==> src/rtl/fib_sequencer_if.sv <==
// Wishbone slave port bundle for the Fibonacci run controller.
interface fib_sequencer_if;
    logic        wbs_stb_i;
    logic        wbs_cyc_i;
    logic        wbs_we_i;
    logic [3:0]  wbs_sel_i;
    logic [31:0] wbs_dat_i;
    logic [31:0] wbs_adr_i;
    logic        wbs_ack_o;
    logic [31:0] wbs_dat_o;

    modport master (
        output wbs_stb_i, wbs_cyc_i, wbs_we_i, wbs_sel_i, wbs_dat_i, wbs_adr_i,
        input  wbs_ack_o, wbs_dat_o
    );

    modport slave (
        input  wbs_stb_i, wbs_cyc_i, wbs_we_i, wbs_sel_i, wbs_dat_i, wbs_adr_i,
        output wbs_ack_o, wbs_dat_o
    );
endinterface

==> src/rtl/fib_sequencer.sv <==
// Fibonacci run controller: Wishbone-configured prescaler, clear/step strobes,
// value sampling with wrap detection and a completion interrupt.
module fib_sequencer #(
    parameter int unsigned WIDTH     = 30,
    parameter int unsigned DIV_WIDTH = 36,
    parameter logic [31:0] BASE_ADDR = 32'h3000_0000
) (
    input  logic             wb_clk_i,
    input  logic             reset_n,
    fib_sequencer_if.slave   wbs,
    output logic             fib_clear_o,
    output logic             fib_step_o,
    input  logic [WIDTH-1:0] fib_value_i,
    output logic             irq_o
);

    localparam int unsigned STEP_W = 16;

    localparam logic [1:0] S_IDLE  = 2'd0;
    localparam logic [1:0] S_CLEAR = 2'd1;
    localparam logic [1:0] S_RUN   = 2'd2;
    localparam logic [1:0] S_DONE  = 2'd3;

    localparam logic [1:0] REG_CTRL   = 2'd0;
    localparam logic [1:0] REG_COUNT  = 2'd1;
    localparam logic [1:0] REG_STATUS = 2'd2;

    logic [1:0]           state_q, state_d;
    logic [DIV_WIDTH-1:0] div_q;
    logic [2:0]           rate_q;
    logic                 cont_q, soo_q;
    logic [STEP_W-1:0]    count_q, steps_q;
    logic                 done_q, ovf_q, done_d, ovf_d, irq_q;
    logic [WIDTH-1:0]     value_q;
    logic                 first_q;
    logic                 samp_q;
    logic                 step_q, clear_q;
    logic                 ack_q;
    logic [31:0]          dat_q;

    logic                 req_c, acc_c, wr_c;
    logic                 wr_ctrl_c, wr_count_c, w1c_c;
    logic                 start_c, stop_c;
    logic                 busy_c, limit_c, issue_c, ovf_hit_c, tick_c;
    logic [DIV_WIDTH-1:0] tick_mask_c;
    logic [31:0]          rdata_c;
    logic                 unused_bits;

    // Bus decode; one access per two cycles because ack blocks the next accept.
    assign req_c      = wbs.wbs_stb_i & wbs.wbs_cyc_i & (wbs.wbs_adr_i[31:4] == BASE_ADDR[31:4]);
    assign acc_c      = req_c & ~ack_q;
    assign wr_c       = acc_c & wbs.wbs_we_i;
    assign wr_ctrl_c  = wr_c & (wbs.wbs_adr_i[3:2] == REG_CTRL) & wbs.wbs_sel_i[0];
    assign wr_count_c = wr_c & (wbs.wbs_adr_i[3:2] == REG_COUNT);
    assign w1c_c      = wr_c & (wbs.wbs_adr_i[3:2] == REG_STATUS) & wbs.wbs_sel_i[0];
    assign stop_c     = wr_ctrl_c & wbs.wbs_dat_i[1];
    assign start_c    = wr_ctrl_c & wbs.wbs_dat_i[0] & ~wbs.wbs_dat_i[1];
    assign unused_bits = &{1'b0, wbs.wbs_dat_i[31:16], wbs.wbs_adr_i[1:0], wbs.wbs_sel_i[3:2]};

    assign busy_c  = (state_q == S_CLEAR) | (state_q == S_RUN);
    assign limit_c = ~cont_q & (steps_q >= count_q);

    // Prescaler tick: the low 8*rate bits all ones, every cycle at rate 0.
    always_comb begin
        tick_mask_c = '1;
        if (rate_q == 3'd0) begin
            tick_mask_c = '0;
        end else if (rate_q < 3'd5) begin
            tick_mask_c = ~({DIV_WIDTH{1'b1}} << {rate_q, 3'b000});
        end
        tick_c = &(div_q | ~tick_mask_c);
    end

    // Step issue; with stop_on_ovf the next step waits until the previous one is compared.
    assign issue_c = (state_q == S_RUN) & tick_c & ~stop_c & ~limit_c
                   & ~(soo_q & (step_q | samp_q));

    // Wrap detection on the sample following a step, skipping the first sample of a run.
    assign ovf_hit_c = samp_q & ~first_q & (state_q != S_CLEAR) & (fib_value_i < value_q);

    // State register.
    always_ff @(posedge wb_clk_i or negedge reset_n) begin
        if (!reset_n) begin
            state_q <= S_IDLE;
        end else begin
            state_q <= state_d;
        end
    end

    // Next-state logic.
    always_comb begin
        state_d = state_q;
        case (state_q)
            S_IDLE: begin
                if (start_c) state_d = S_CLEAR;
            end
            S_CLEAR: begin
                if (stop_c)                              state_d = S_IDLE;
                else if (!cont_q && count_q == '0)       state_d = S_DONE;
                else                                     state_d = S_RUN;
            end
            S_RUN: begin
                if (stop_c)                              state_d = S_IDLE;
                else if (soo_q && ovf_hit_c)             state_d = S_DONE;
                else if (limit_c && !step_q)             state_d = S_DONE;
            end
            default: begin
                if (start_c) state_d = S_CLEAR;
            end
        endcase
    end

    // Sticky status flags; a hardware set wins over a same-cycle W1C.
    always_comb begin
        done_d = done_q;
        ovf_d  = ovf_q;
        if (w1c_c && wbs.wbs_dat_i[1]) done_d = 1'b0;
        if (w1c_c && wbs.wbs_dat_i[2]) ovf_d  = 1'b0;
        if (state_d == S_DONE && state_q != S_DONE) done_d = 1'b1;
        if (ovf_hit_c) ovf_d = 1'b1;
    end

    // Register read mux.
    always_comb begin
        rdata_c = '0;
        case (wbs.wbs_adr_i[3:2])
            REG_CTRL:   rdata_c = {25'd0, rate_q, soo_q, cont_q, 2'b00};
            REG_COUNT:  rdata_c = {16'd0, count_q};
            REG_STATUS: rdata_c = {steps_q, 13'd0, ovf_q, done_q, busy_c};
            default:    rdata_c = 32'(value_q);
        endcase
    end

    // Configuration registers.
    always_ff @(posedge wb_clk_i or negedge reset_n) begin
        if (!reset_n) begin
            cont_q  <= 1'b0;
            soo_q   <= 1'b0;
            rate_q  <= 3'd0;
            count_q <= '0;
        end else begin
            if (wr_ctrl_c) begin
                cont_q <= wbs.wbs_dat_i[2];
                soo_q  <= wbs.wbs_dat_i[3];
                rate_q <= wbs.wbs_dat_i[6:4];
            end
            if (wr_count_c && wbs.wbs_sel_i[0]) count_q[7:0]  <= wbs.wbs_dat_i[7:0];
            if (wr_count_c && wbs.wbs_sel_i[1]) count_q[15:8] <= wbs.wbs_dat_i[15:8];
        end
    end

    // Status flags and interrupt.
    always_ff @(posedge wb_clk_i or negedge reset_n) begin
        if (!reset_n) begin
            done_q <= 1'b0;
            ovf_q  <= 1'b0;
            irq_q  <= 1'b0;
        end else begin
            done_q <= done_d;
            ovf_q  <= ovf_d;
            irq_q  <= done_d | ovf_d;
        end
    end

    // Prescaler, step counter, strobes and value sampling.
    always_ff @(posedge wb_clk_i or negedge reset_n) begin
        if (!reset_n) begin
            div_q   <= '0;
            steps_q <= '0;
            value_q <= '0;
            first_q <= 1'b1;
            samp_q  <= 1'b0;
            step_q  <= 1'b0;
            clear_q <= 1'b0;
        end else begin
            clear_q <= (state_d == S_CLEAR);
            step_q  <= issue_c;
            if (state_q == S_CLEAR) begin
                div_q   <= '0;
                steps_q <= '0;
                value_q <= '0;
                first_q <= 1'b1;
                samp_q  <= 1'b0;
            end else begin
                div_q  <= div_q + DIV_WIDTH'(1);
                samp_q <= step_q;
                if (issue_c) steps_q <= steps_q + STEP_W'(1);
                if (samp_q) begin
                    value_q <= fib_value_i;
                    first_q <= 1'b0;
                end
            end
        end
    end

    // Wishbone acknowledge and read data, zero outside the ack cycle.
    always_ff @(posedge wb_clk_i or negedge reset_n) begin
        if (!reset_n) begin
            ack_q <= 1'b0;
            dat_q <= '0;
        end else begin
            ack_q <= acc_c;
            dat_q <= acc_c ? rdata_c : '0;
        end
    end

    assign wbs.wbs_ack_o = ack_q;
    assign wbs.wbs_dat_o = dat_q;
    assign fib_clear_o   = clear_q;
    assign fib_step_o    = step_q;
    assign irq_o         = irq_q;

endmodule

==> src/flat_wrapper.sv <==
// flat-port wrapper written by rule: the top's interface ports become plain ports
module fib_sequencer_flat 
#(
    parameter int unsigned WIDTH     = 30,
    parameter int unsigned DIV_WIDTH = 36,
    parameter logic [31:0] BASE_ADDR = 32'h3000_0000
)
  (wb_clk_i, reset_n, fib_clear_o, fib_step_o, fib_value_i, irq_o, wbs_wbs_stb_i, wbs_wbs_cyc_i, wbs_wbs_we_i, wbs_wbs_sel_i, wbs_wbs_dat_i, wbs_wbs_adr_i, wbs_wbs_ack_o, wbs_wbs_dat_o);
  fib_sequencer_if wbs_i ();
  input  logic wb_clk_i;
  input  logic reset_n;
  output logic fib_clear_o;
  output logic fib_step_o;
  input  logic [WIDTH-1:0] fib_value_i;
  output logic irq_o;
  input wire logic [$bits(wbs_i.wbs_stb_i)-1:0] wbs_wbs_stb_i;
  input wire logic [$bits(wbs_i.wbs_cyc_i)-1:0] wbs_wbs_cyc_i;
  input wire logic [$bits(wbs_i.wbs_we_i)-1:0] wbs_wbs_we_i;
  input wire logic [$bits(wbs_i.wbs_sel_i)-1:0] wbs_wbs_sel_i;
  input wire logic [$bits(wbs_i.wbs_dat_i)-1:0] wbs_wbs_dat_i;
  input wire logic [$bits(wbs_i.wbs_adr_i)-1:0] wbs_wbs_adr_i;
  output wire logic [$bits(wbs_i.wbs_ack_o)-1:0] wbs_wbs_ack_o;
  output wire logic [$bits(wbs_i.wbs_dat_o)-1:0] wbs_wbs_dat_o;
  assign wbs_i.wbs_stb_i = wbs_wbs_stb_i;
  assign wbs_i.wbs_cyc_i = wbs_wbs_cyc_i;
  assign wbs_i.wbs_we_i = wbs_wbs_we_i;
  assign wbs_i.wbs_sel_i = wbs_wbs_sel_i;
  assign wbs_i.wbs_dat_i = wbs_wbs_dat_i;
  assign wbs_i.wbs_adr_i = wbs_wbs_adr_i;
  assign wbs_wbs_ack_o = wbs_i.wbs_ack_o;
  assign wbs_wbs_dat_o = wbs_i.wbs_dat_o;
  fib_sequencer #(.WIDTH(WIDTH), .DIV_WIDTH(DIV_WIDTH), .BASE_ADDR(BASE_ADDR)) u_core (.wb_clk_i(wb_clk_i), .reset_n(reset_n), .wbs(wbs_i), .fib_clear_o(fib_clear_o), .fib_step_o(fib_step_o), .fib_value_i(fib_value_i), .irq_o(irq_o));
endmodule
==> config.mk <==
export PLATFORM = sky130hd
export DESIGN_NAME = fib_sequencer_flat
export DESIGN_NICKNAME = d
export VERILOG_FILES = /design/src/rtl/fib_sequencer_if.sv /design/src/rtl/fib_sequencer.sv /design/src/flat_wrapper.sv
export SDC_FILE = /design/constraint.sdc
export NUM_CORES = 1
export LEC_CHECK = 0
export CORE_ASPECT_RATIO = 0.5
export CORE_MARGIN = 5
export CORE_UTILIZATION = 45
export DETAILED_ROUTE_END_ITERATION = 10
export HOLD_SLACK_MARGIN = 0.08
export PLACE_DENSITY = 0.79
export SYNTH_ARGS = -nofsm -noshare
export SYNTH_HDL_FRONTEND = slang
export SYNTH_SLANG_ARGS = --single-unit
==> constraint.sdc <==
create_clock -name wb_clk_i -period 4.8 [get_ports wb_clk_i]
set_input_delay 0.96 -clock wb_clk_i [delete_from_list [all_inputs] [get_ports wb_clk_i]]
set_output_delay 0.96 -clock wb_clk_i [all_outputs]
set_load 0.005 [all_outputs]
==> run_results.csv <==
group,metric,value,unit
run_status,status,"complete, no violations",
cells_and_area,mostFrequentLayoutCells,"dfrtp_1 (144), nor2_1 (117), clkdlybuf4s50_1 (117), inv_1 (58), mux2i_1 (58)",
critical_path,worstPathCellList,"clkdlybuf4s50_1 -> nor4_1 -> nand4_1 -> or2_1 -> clkinv_2 -> nand2_1 -> nor2_1 -> nand4_1 -> a21oi_1 -> o211ai_1",
placed_design,routabilityCongestion,0.884,
cells_and_area,fillCellCount,1322,
floorplanning,design.die.area,0.0200,mm²
clock_network,cts.repair_timing.setup_buffer_count,0,
routing,vias_after_detailed_routing,6076,
synth,per_instance_average_area_after_synthesis,10.2,µm²
sta,finalCriticalPeriod,3510,ps
sta,setup_violations,0,
global_route,global_route.usage.total,20.0,%
cells_and_area,area_growth,25.6,%
floorplanning,vertical_extent_of_the_die,102,µm
cells_and_area,drive_above_1_share,7.73,%
floorplanning,start_util,46.5,%
global_route,grt_antenna_before_repair,0,
clock_network,clock_path_buffers,2,
cells_and_area,layout_commonest_cell,"dfrtp_1",
sta,rsz0062_at_grt,"no",
critical_path,worstSetupPathDepth,10,
routing,drt-initial-drc-count,490,
floorplanning,fp-row-count,33,
sta,report.final.slew_viol_count,0,
synth,gate_count_after_technology_mapping,753,
power_and_ir_drop,power.share.combinational,6.2,%
critical_path,endpoint_kind,"flop",
synth,synth-adder-area-share,8.13,%
critical_path,worst-path-buf-inv,2,
power_and_ir_drop,internal_power,0.00212,W
routing,antenna_violating_nets_post_route,0,
critical_path,critical_path.reg2reg.startpoint,"u_core.steps_q[10]",
cells_and_area,instances_no_fill,1107,
global_route,met2_usage,33.9,%
critical_path,startpoint_type,"primary input",
power_and_ir_drop,p_sw,0.000618,W
synth,synth_top_flop_cell,"dfrtp_1",
global_route,grt_pass1_vias,6355,
synth,post_synthesis_register_bit_count,145,
clock_network,htreeDepth,4,
placed_design,dp.final_hpwl,14000,µm
sta,worst_slew_margin_rel,39.7,%
clock_network,clock_tree_from_tritoncts,"built",
routing,route.detailed.wl_per_inst,17.6,µm
synth,synth_top_family_by_area,"simple AND/OR/NAND/NOR gates",
hold_path,end_of_the_worst_hold_path,"u_core.div_q[0]",
global_route,grt_use_met3,5.24,%
critical_path,required,5070,ps
clock_network,clk-insertion-delay-late,420,ps
critical_path,reg2reg_setup_slack,1660,ps
synth,synth.mux.area_fraction,11.4,%
sta,worst_pin_slew,904,ps
power_and_ir_drop,total_power_divided_by_cell_area,283,mW/mm²
synth,synth_cell_types,60,
placed_design,dpl.cell_count,1075,
critical_path,critPathTopFamily,"simple AND/OR/NAND/NOR gates",
clock_network,cts_hold_buf,0,
power_and_ir_drop,irDropWorstVdd,0.234,mV
floorplanning,io_pins,139,
synth,synth_compound_gate_area_share,6.16,%
floorplanning,die_w,195,µm
clock_network,postCtsResizedCells,0,
critical_path,cpPeakStageDelay,520,ps
hold_path,min_path_type,"reg2reg",
global_route,grt_busiest_layer,"met2",
synth,synth.yosys.seq_area_share,47.2,%
sta,final.period_utilization,73.0,%
routing,dr.pass1.iters,6,
critical_path,crit_type,"in2reg",
cells_and_area,antenna_cells,0,
synth,synth-async-reset-ratio,100,%
power_and_ir_drop,netSwitchingFraction,22.5,%
cells_and_area,final_nets,1020,
synth,synth_edf_count,0,
synth,synth-simple-area-share,17.8,%
routing,wl,19500,µm
clock_network,clk_pin_slew,60,ps
clock_network,clock_tree.root_cell,"clkbuf_16",
global_route,overflow_left_after_global_routing,0,
critical_path,rr_worst_depth,9,
global_route,grt_start_max_net_pins,100,
global_route,grt_pass1_wl,32200,µm
floorplanning,core_region_area,0.0166,mm²
sta,final_hold_violating_endpoints,0,
synth,syn_area,0.00770,mm²
sta,final.setup.tns,0,ps
critical_path,critical_path.slowest_cell,"nor2_1",
placed_design,portBuffers,118,
routing,drt_drc_violations_left,0,
cells_and_area,postLayoutCellArea,0.00967,mm²
power_and_ir_drop,share_seq_of_total_power,45.5,%
sta,fmax,285,MHz
routing,vias_per_cell,5.49,
placed_design,dpl_cell_area,0.00907,mm²
synth,ys_warn_count,0,
clock_network,clock-sinks,145,
flow_run,max_cap_viol_count,0,
hold_path,whs_path_cells,1,
critical_path,worst-path-max-fanout,16,
hold_path,hold_path_startpoint,"u_core.div_q[0]",
critical_path,critical_path_arrival,3780,ps
global_route,gr-usage-met1,25.4,%
synth,mappedNetlistNets,906,
synth,synth_xor_xnor_area_share,4.67,%
clock_network,tritoncts.num_buffers,17,
critical_path,rr_endpoint,"u_core.steps_q[12]",
critical_path,path_common_cell,"nand4_1",
power_and_ir_drop,share_clk_of_total_power,48.3,%
sta,fin_skew,10.7,ps
power_and_ir_drop,p_leak,4.26,nW
-- power by group through the flow --
stage	logic, W	registers, W	clock network [W]
6_report	0.000170	0.00125	0.00132
5_1_grt	0.000188	0.00125	0.00140
4_1_cts	0.000172	0.00125	0.00134
3_5_place_dp	0.000170	0.00127	0
3_3_place_gp	0.000165	0.00127	0
2_1_floorplan	0.0000537	0.00127	0
-- per-stage QoR --
step           util (%)  hold slack, ps  power [W]  setup slack [ps]
2_1_floorplan         -             431    0.00132              2050
3_3_place_gp       54.8             445    0.00143               950
3_5_place_dp       54.8             458    0.00144               885
4_1_cts            58.4             467    0.00275              1310
5_1_grt            58.4             481    0.00283              1110
6_report           58.4             465    0.00274              1290
-- worst max-delay path by stage --
stage / startpoint / to
floorplan: wbs_wbs_adr_i[16] / u_core.count_q[0]
global placement: wbs_wbs_adr_i[15] / u_core.count_q[6]
detailed placement: wbs_wbs_adr_i[6] / u_core.count_q[7]
CTS: wbs_wbs_adr_i[6] / u_core.count_q[0]
global route: wbs_wbs_adr_i[6] / u_core.irq_o
finish: wbs_wbs_adr_i[6] / u_core.irq_o
-- area by class of cell --
type	instances	area, µm²	share of cell area [%]
clock inverter	12	134	1.39
tap	227	284	2.94
multi-input combinational	520	3710	38.4
timing repair buffer	124	1230	12.7
inverter	59	223	2.30
clock buffer	20	457	4.72
sequential	145	3630	37.6
-- flip-flops by register name, indices dropped and copies added, names as in the netlist, 2 cells and up --
signal	flops
u_core.div_q	36
u_core.wbs.wbs_dat_o	32
u_core.value_q	30
u_core.count_q	16
u_core.steps_q	16
u_core.rate_q	3
u_core.state_q	2
-- cells by family (layout without fill, tap and decap cells) --
| logic type | Yosys count | in the layout |
|---|---|---|
| AOI/OAI and AO/OA | 79 | 79 |
| xor gates and xnor gates | 41 | 41 |
| adders and majority gates | 50 | 50 |
| buffers and inverters | 88 | 215 |
| DFF | 145 | 145 |
| muxes | 81 | 81 |
| and+or+nand+nor | 269 | 269 |
-- cells in the mapped netlist, types with 10 or more instances --
cell      count  area share, %
dfrtp_1     144             47
nor2_1      117            5.7
inv_1        58            2.8
mux2i_1      58            7.5
ha_1         50            8.1
nand2_1      32            1.6
xor2_1       32            3.6
nand4_1      26            2.1
a21oi_1      25            1.6
o21ai_0      22            1.4
nand3_1      16            1.0
clkbuf_1     12           0.59
nor4_1       11           0.89
and3_1       10           0.81
-- layer usage --
metal	routed length, µm	up-vias	part of all wire (%)
met5	0	-	0
met4	350	0	1.8
met3	1570	35	8.0
met2	9290	225	48
met1	8310	2983	43
li1	-	2833	-
(Power assumes the default switching activity.)
